<file path="src/rtl/inst_queue.sv">
// Instruction queue between fetch and decode: a circular FIFO of {inst, pc}
// with a RUN/HALTED state machine that stops accepting after a HALT opcode.
module inst_queue #(
  parameter int DEPTH = 4,
  parameter int IW    = 32
) (
  input  logic                     clk,
  input  logic                     rst,
  input  logic                     fetch_valid,
  input  logic [IW-1:0]            fetch_inst,
  input  logic [31:0]              fetch_pc,
  output logic                     fetch_ready,
  input  logic                     flush,
  input  logic                     dec_stall,
  output logic                     dec_valid,
  output logic [IW-1:0]            dec_inst,
  output logic [5:0]               opcode,
  output logic [31:0]              dec_pc,
  output logic [$clog2(DEPTH):0]   count,
  output logic                     halted
);

  localparam int PW = $clog2(DEPTH);
  localparam int CW = PW + 1;
  localparam logic [5:0] HALT_OP = 6'b110001;

  typedef enum logic {RUN, HALTED} state_e;

  state_e          state_q, state_d;
  logic [PW-1:0]   head_q, head_d;
  logic [PW-1:0]   tail_q, tail_d;
  logic [CW-1:0]   count_q, count_d;
  logic [IW-1:0]   inst_mem [DEPTH];
  logic [31:0]     pc_mem   [DEPTH];

  logic enq;
  logic deq;

  assign halted      = (state_q == HALTED);
  assign fetch_ready = (count_q != CW'(DEPTH)) && !halted && !flush;
  assign dec_valid   = (count_q != '0);
  assign enq         = fetch_valid && fetch_ready;
  assign deq         = dec_valid && !dec_stall;

  // Empty queue presents zeros so the decoder sees a NOP opcode.
  assign dec_inst = dec_valid ? inst_mem[head_q] : '0;
  assign dec_pc   = dec_valid ? pc_mem[head_q]   : '0;
  assign opcode   = dec_inst[IW-1:IW-6];
  assign count    = count_q;

  always_comb begin
    state_d = state_q;
    head_d  = head_q;
    tail_d  = tail_q;
    count_d = count_q;
    if (flush) begin
      state_d = RUN;
      head_d  = '0;
      tail_d  = '0;
      count_d = '0;
    end else begin
      if (enq) begin
        tail_d = tail_q + PW'(1);
      end
      if (deq) begin
        head_d = head_q + PW'(1);
      end
      case ({enq, deq})
        2'b10:   count_d = count_q + CW'(1);
        2'b01:   count_d = count_q - CW'(1);
        default: count_d = count_q;
      endcase
      if (enq && (fetch_inst[IW-1:IW-6] == HALT_OP)) begin
        state_d = HALTED;
      end
    end
  end

  always_ff @(posedge clk or posedge rst) begin
    if (rst) begin
      state_q <= RUN;
      head_q  <= '0;
      tail_q  <= '0;
      count_q <= '0;
    end else begin
      state_q <= state_d;
      head_q  <= head_d;
      tail_q  <= tail_d;
      count_q <= count_d;
    end
  end

  // Storage is deliberately left out of reset and flush; validity is tracked by count.
  always_ff @(posedge clk) begin
    if (enq) begin
      inst_mem[tail_q] <= fetch_inst;
      pc_mem[tail_q]   <= fetch_pc;
    end
  end

endmodule

</file>
<file path="config.mk">
export PLATFORM = sky130hd
export DESIGN_NAME = inst_queue
export DESIGN_NICKNAME = d
export VERILOG_FILES = /design/src/rtl/inst_queue.sv
export SDC_FILE = /design/constraint.sdc
export NUM_CORES = 1
export LEC_CHECK = 0
export ABC_AREA = 1
export BUFFER_PORTS_ARGS = -buffer_cell sky130_fd_sc_hd__buf_2
export CELL_PAD_IN_SITES_DETAIL_PLACEMENT = 0
export CELL_PAD_IN_SITES_GLOBAL_PLACEMENT = 1
export CORE_MARGIN = 2
export CORE_UTILIZATION = 34
export CTS_BUF_LIST = sky130_fd_sc_hd__clkbuf_4 sky130_fd_sc_hd__clkbuf_8
export CTS_CLUSTER_SIZE = 14
export DETAILED_ROUTE_END_ITERATION = 7
export PLACE_DENSITY_LB_ADDON = 0.1
export REMOVE_ABC_BUFFERS = 1
export SLEW_MARGIN = 20
export SYNTH_ARGS = -nofsm -noshare
export SYNTH_HDL_FRONTEND = slang
export SYNTH_SLANG_ARGS = --single-unit
</file>
<file path="constraint.sdc">
create_clock -name clk -period 5.1 [get_ports clk]
set_input_delay 1.275 -clock clk [delete_from_list [all_inputs] [get_ports clk]]
set_output_delay 1.275 -clock clk [all_outputs]
set_load 0.1 [all_outputs]
</file>
==> summary.md, run 1 <==
| Metric | Value |
|---|---|
| Status | `finished, final reports clean` |
| Power Density | `roughly 570 mW/mm^2` |
| Nets | `1,055` |
| Total CTS buffers | `44` |
| Crit-path max FO | `43` |
| Vias | `around 6,600` |
| Crit-path slowest cell | `clkinv_2` |
| Core ar. | `0.0304 mm^2` |
| Setup Crit Path Kind | `flop to primary output` |
| Top FF cell, synth | `edfxtp_1` |
| CP endpoint kind | `primary output` |
| # fillers | `~2,900` |
| First-pass GRT wire length | `37,000 um` |
| Die X | `~180 um` |
| Asr flop ratio synth | `0.0303` |
| Clk buf depth | `3` |
| Slew HR | `0.296` |
| Worst Setup Start Kind | `flop` |
| Flops & latches, synth | `approximately 260` |
| Peak VDD IR | `535 uV` |
| Top-level I/O count | `145` |
| Vias in the first global route | `about 6,300` |
| Max Cap Viol | `0` |
| CTS root buf | `clkbuf_8` |
| Dpl cells | `around 1,300` |
| GRT Overall Usage | `0.150` |
| Peak Freq | `approximately 240 MHz` |
| Non-Filler Instances | `1,407` |
| Detailed Routing Iterations Pass 1 | `5` |
| Required time of the critical path | `around 3.8 ns` |
| Clock skew | `just over 0.008 ns` |
| Drt total wl | `around 25,000 um` |
| Cell area after synthesis | `between 0.01 and 0.015 mm^2` |
| Initial antenna violation count | `0` |
| Worst slew pin tran | `about 1.1 ns` |
| Final setup fails | `0` |
| Hold_ws | `between 0.5 and 0.6 ns` |
| Min Clock Period, post-route | `roughly 4.2 ns` |
| Period utilization | `0.824` |
| Fin. Hold Viols | `0` |
| Share of cells above drive strength 1 | `0.234` |
| Worst-path clk slew | `~0.060 ns` |
| Drc violations | `0` |
| Count leader, synth | `nor2_1` |
| Top cell type's share of synthesized area | `0.734` |
| Antenna Nets Post-Route | `0` |
| Cell Chain, Critical Path | `clkinv_2, buf_4, nor2_1, o21ai_0, a21oi_1, buf_2` |
| Skew-Pair Late Insertion Delay | `0.54 ns` |
| Post-CTS Resized | `0` |
| Synth area leader | `edfxtp_1` |
| Largest net degree at the start of global routing | `between 70 and 80` |
| Grt total ovfl | `0` |
| # clock sinks | `264` |
| Initial Utilization | `0.344` |
| DP Worst Slack | `1.40 ns` |
| Die area | `roughly 0.032 mm^2` |
| Synth cell types | `23` |
| WP data arrival | `roughly 2.9 ns` |
| 1st-iter DRT viols | `338` |
| Buffers on Ports | `~140` |
| Cts hold-fix bufs | `0` |
| CTS tree | `yes` |
| Htree depth | `2` |
| Post-synthesis to final-layout area growth | `18.3%` |
| Setup ws final | `roughly 0.90 ns` |
| Post-CTS Setup Repair Bufs | `0` |
| Syn avg cell area | `between 10 and 15 um^2` |
| Synth area leaders | `edfxtp_1 73%, nor2_1 9.4%, o21ai_0 6.0%` |
| Slew Viols, Final | `0` |
| Post-synth top cells | `263 x nor2_1, 256 x edfxtp_1, 126 x o21ai_0` |
| Largest stage delay, worst path | `around 0.63 ns` |
| P_leak | `about 4.6 nW` |
| Die Y-Extent | `approximately 180 um` |
| Seq/Total Area, Yosys | `0.754` |
| Drt wl/cell | `~17 um` |
| Detail Placement HPWL | `12,700 um` |
| Cell Rows | `64` |
| Worst Hold Class | `flop to flop` |
| EDFF count, synth | `between 200 and 300` |
| Gpl congestion | `0.727` |
| Avg Vias per Cell | `approximately 4.7` |
| Syn Inst Count | `832` |
| Unrepaired setup endpoints after global routing | `false` |
| Ys Warns | `0` |
## kinds of logic (layout without fill, tap and decap cells)
kind of cell,count (synthesis),in the layout,share of synthesized area
other,0,1,0
adder cells (fa/ha/maj),5,5,0.00669
AO/OA/AOI/OAI,199,199,0.0953
flip-flops,264,264,0.754
buffers and inverters,72,250,0.0362
XOR/XNOR,1,1,0.000837
AND/OR/NAND/NOR,291,291,0.107
## flip-flops by register name (all words and copies together), names as in the netlist
name	flops
head_q	2
tail_q	2
halted	1
inst_mem	128
count	3
pc_mem	128
## path summary, 6_finish.rpt
| kind | from | to | slack [ns] | cells after the start |
|---|---|---|---|---|
| max in group asynchronous | rst | head_q[0]$_DFFE_PP0P_ | 4.12 | 2 |
| min reg2reg | tail_q[0]$_DFFE_PP0P_ | tail_q[0]$_DFFE_PP0P_ | 0.57 | 1 |
| max | head_q[1]$_DFFE_PP0P_ | dec_inst[1] | 0.90 | 6 |
| min in group asynchronous | rst | count[0]$_DFFE_PP0P_ | 0.69 | 2 |
| min | tail_q[0]$_DFFE_PP0P_ | tail_q[0]$_DFFE_PP0P_ | 0.57 | 1 |
| max reg2reg | count[0]$_DFFE_PP0P_ | inst_mem[2][3]$_DFFE_PP_ | 2.78 | 5 |
## stage by stage
step / setup TNS [ns] / area, um^2 / power [mW] / util
finish: 0 / 12400 / 7.09 / 0.407
global route: 0 / 12400 / 7.42 / 0.407
CTS: 0 / 12400 / 7.20 / 0.407
detailed placement: 0 / 11600 / 5.45 / 0.380
global placement: 0 / 11600 / 5.44 / 0.380
floorplan: -63.47 / 10200 / 4.82 / -
## layer usage
layer,part of all wire,global-route usage,up-vias
li1,-,-,3242
met1,0.46,0.203,3133
met2,0.47,0.244,172
met3,0.049,0.0314,34
met4,0.017,0.0455,0
met5,0,0,-
## report_power, final
| group | switching (mW) | total, mW | internal [mW] |
|---|---|---|---|
| clock | 0.775 | 1.73 | 0.951 |
| sequential | 0.0805 | 2.57 | 2.49 |
| combinational | 2.40 | 2.79 | 0.390 |
## cell usage in the layout, fill, tap and decap left out, drive strengths merged, types with 4 or more instances in the layout
master | Yosys | layout
ha | 4 | 4
o21ai | 130 | 130
nand3 | 8 | 8
dfrtp | 8 | 8
nor2 | 264 | 264
clkinv | 0 | 13
buf | 44 | 158
edfxtp | 256 | 256
clkbuf | 11 | 63
nand4 | 4 | 4
inv | 17 | 16
nand2 | 14 | 14
a21oi | 68 | 68
## worst max-delay path, delay by kind of cell (launching register included)
family	cells	cell delay [ns]
AO/OA/AOI/OAI	2	0.32
AND/OR/NAND/NOR	1	0.11
flip-flops	1	0.37
buffers and inverters	3	1.58
## area by class of cell
cell class,instances,area (um^2),area share
diodes,1,2.50,0.000202
clock buffers,63,761,0.0615
clock inverters,12,53.8,0.00435
inverters,17,66.3,0.00536
flip-flops and latches,264,7890,0.638
well taps,396,495,0.0400
repair buffers,158,876,0.0708
multi-input cells,496,2230,0.180
Note: power is estimated with default switching activity, not from simulation.
==> inputs of run 2 (changes only) <==
==> constraint.sdc (replaced) <==
create_clock -name clk -period 4.4 [get_ports clk]
set_input_delay 1.1 -clock clk [delete_from_list [all_inputs] [get_ports clk]]
set_output_delay 1.1 -clock clk [all_outputs]
set_load 0.1 [all_outputs]
==> run 2 against run 1 <==
  * Sequential cell count stayed put
  * Routed wire length is 0.98% higher
  * Worst hold slack worse by 0.054 ns
  * Largest cell class unchanged
  * Largest power group unchanged
  * Critical path depth is 1 lower
  * Critical path type unchanged
==> summary.md, run 2 (synthesis results as in run 1) <==
| Metric | Value |
|---|---|
| Detailed Routing Iterations Pass 1 | `4 (-1)` |
| DP Worst Slack | `1.02 ns (-0.379 ns)` |
| Die X | `179 um (unchanged)` |
| Power Density | `664 mW/mm^2 (+16%)` |
| Antenna Nets Post-Route | `0 (unchanged)` |
| Slew HR | `0.383 (+0.0866)` |
| 1st-iter DRT viols | `260 (-23%)` |
| WL met2 | `12,000 um (+3.3%)` |
| Vias in the first global route | `6,605 (+4.1%)` |
| Drt total wl | `24,800 um (+0.98%)` |
| CP endpoint kind | `primary output` |
| Peak VDD IR | `511 uV (-4.5%)` |
| DR top layer | `met4` |
| Worst-path clk slew | `0.06 ns (about the same)` |
| CTS root buf | `clkbuf_8` |
| Clk buf depth | `3 (unchanged)` |
| Grt total ovfl | `0 (unchanged)` |
| Top-level I/O count | `145 (unchanged)` |
| Total CTS buffers | `45 (+2.3%)` |
| Detail Placement HPWL | `13,200 um (+3.7%)` |
| First-pass GRT wire length | `37,500 um (+1.3%)` |
| Peak Freq | `263 MHz` |
| Skew-Pair Late Insertion Delay | `0.54 ns (about the same)` |
| Area of the multi-input gates | `0.00223 mm^2 (unchanged)` |
| Post-CTS Resized | `0 (unchanged)` |
| Share of cells above drive strength 1 | `0.238 (+0.00396)` |
| M1 WL | `11,100 um (-1.3%)` |
| Metal3 WL | `1170 um (-3.7%)` |
| Non-Filler Instances | `1,406 (-0.071%)` |
| Cts hold-fix bufs | `0 (unchanged)` |
| Setup Crit Path Kind | `flop to primary output` |
| Final core utilization | `0.407 (about the same)` |
| Critical path buffers and inverters | `3 (unchanged)` |
| Initial antenna violation count | `0 (unchanged)` |
| Critical R2R Capture | `count[2]$_DFFE_PP0P_` |
| Cell Rows | `64 (unchanged)` |
| Core ar. | `0.0304 mm^2 (unchanged)` |
| Clock skew | `0.0153 ns (+0.00724 ns)` |
| Ant diodes | `0 (-1)` |
| Fin area | `0.0124 mm^2 (about the same)` |
| Initial Utilization | `0.344 (unchanged)` |
| Dpl cells | `1,334 (+0.23%)` |
| Period utilization | `0.864` |
| Vias | `6,646 (+0.99%)` |
| Min Clock Period, post-route | `3.80 ns` |
| Fin. Hold Viols | `0 (unchanged)` |
| Largest net degree at the start of global routing | `65 (-11%)` |
| Htree depth | `2 (unchanged)` |
| P_leak | `4.57 nW (+0.14%)` |
| Post-synthesis to final-layout area growth | `18.3% (about the same)` |
| Post-CTS Setup Repair Bufs | `0 (unchanged)` |
| Most frequent cells in the layout | `259 x nor2_1, 256 x edfxtp_1, 144 x buf_2` |
| Tot Pwr | `8.22 mW (+16%)` |
| WP data arrival | `2.70 ns (-0.23 ns)` |
| # fillers | `2,939 (+0.41%)` |
| Max Cap Viol | `0 (unchanged)` |
| # clock sinks | `264 (unchanged)` |
| Required time of the critical path | `3.30 ns (-0.53 ns)` |
| Cell count of the worst reg-to-reg path | `12 (+7)` |
| R2R setup slack | `2.10 ns (-0.68 ns)` |
| Buffers on Ports | `144 (unchanged)` |
| Unrepaired setup endpoints after global routing | `false` |
| Die Y-Extent | `179 um (unchanged)` |
| Gpl congestion | `0.746 (+2.6%)` |
| Commonest non-fill, non-tap cell in the layout | `nor2_1` |
| Cell area after placement | `0.0116 mm^2 (about the same)` |
| Top cell family by delay on the critical path | `buffers and inverters` |
| Status | `finished, final reports clean` |
| GRT Overall Usage | `0.151 (+0.000458)` |
| Hold_ws | `0.517 ns (-0.0535 ns)` |
| Worst Hold Class | `primary input to async pin` |
| Avg Vias per Cell | `4.73 (+1.1%)` |
| Setup ws final | `0.598 ns (-0.297 ns)` |
| Critical path depth | `5 (-1)` |
| Sequential Area | `0.00789 mm^2 (unchanged)` |
| Final setup fails | `0 (unchanged)` |
| Worst slew pin tran | `0.926 ns (-0.130 ns)` |
| Reg2Reg Launch Point | `count[0]$_DFFE_PP0P_` |
| Worst Setup Start Kind | `flop` |
| Setup TNS | `0 ns (unchanged)` |
| Nets | `1,059 (+0.38%)` |
| Crit-path slowest cell | `dfrtp_4` |
| CTS tree | `yes` |
| Cell Chain, Critical Path | `clkinv_2, buf_4, o21ai_0, a21oi_1, buf_2` |
| Die area | `0.0322 mm^2 (unchanged)` |
| Drt wl/cell | `17.6 um (+1.0%)` |
| Largest stage delay, worst path | `0.67 ns (+0.04 ns)` |
| Drc violations | `0 (unchanged)` |
| Crit-path max FO | `39 (-9.3%)` |
| Slew Viols, Final | `0 (unchanged)` |
## run 2: changes by cell type in the layout (fill, tap and decap cells not counted), moves of 2 or more
cell / previous run / this run
clkinvlp_4: 0 / 2
clkbuf_4: 17 / 20
clkinv_1: 8 / 4
clkinv_2: 5 / 1
buf_4: 10 / 14
## run 2: how the worst max path moves through the flow
stage                                startpoint      endpoint
final                     head_q[0]$_DFFE_PP0P_     opcode[4]
after global placement                    flush   fetch_ready
after CTS                 head_q[0]$_DFFE_PP0P_     dec_pc[0]
after detailed placement                  flush   fetch_ready
after global routing      head_q[0]$_DFFE_PP0P_  dec_inst[30]
after floorplan           head_q[0]$_DFFE_PP0P_  dec_inst[26]
## run 2: cell type report
class,count,area share
flip-flops and latches,264,0.637
clock buffers,66,0.0633
multi-input cells,496,0.180
inverters,17,0.00525
well taps,396,0.0400
clock inverters,6,0.00243
repair buffers,161,0.0715
## run 2: power by group
part | leakage [nW] | switching (mW) | internal [mW]
Sequential | 2.43 | 0.0645 | 2.88
Combinational | 1.71 | 2.81 | 0.449
Clock | 0.429 | 0.889 | 1.12
## run 2: routing by layer
metal / global-route usage / vias to the layer above
met4: 0.0429 / 0
met5: 0 / -
met3: 0.0306 / 46
met1: 0.196 / 3217
met2: 0.256 / 148
li1: - / 3235
## run 2: worst reg2reg max path, cell delays in order (launching register included)
cell     delay, ns
dfrtp_1       0.45
nor2_2        0.09
nand2_1       0.08
nand3_2       0.29
nand2_1       0.30
inv_1         0.08
fa_1          0.39
xnor2_1       0.21
inv_1         0.06
nand2_1       0.06
nand2_1       0.05
nand3_1       0.06
nand2_1       0.05
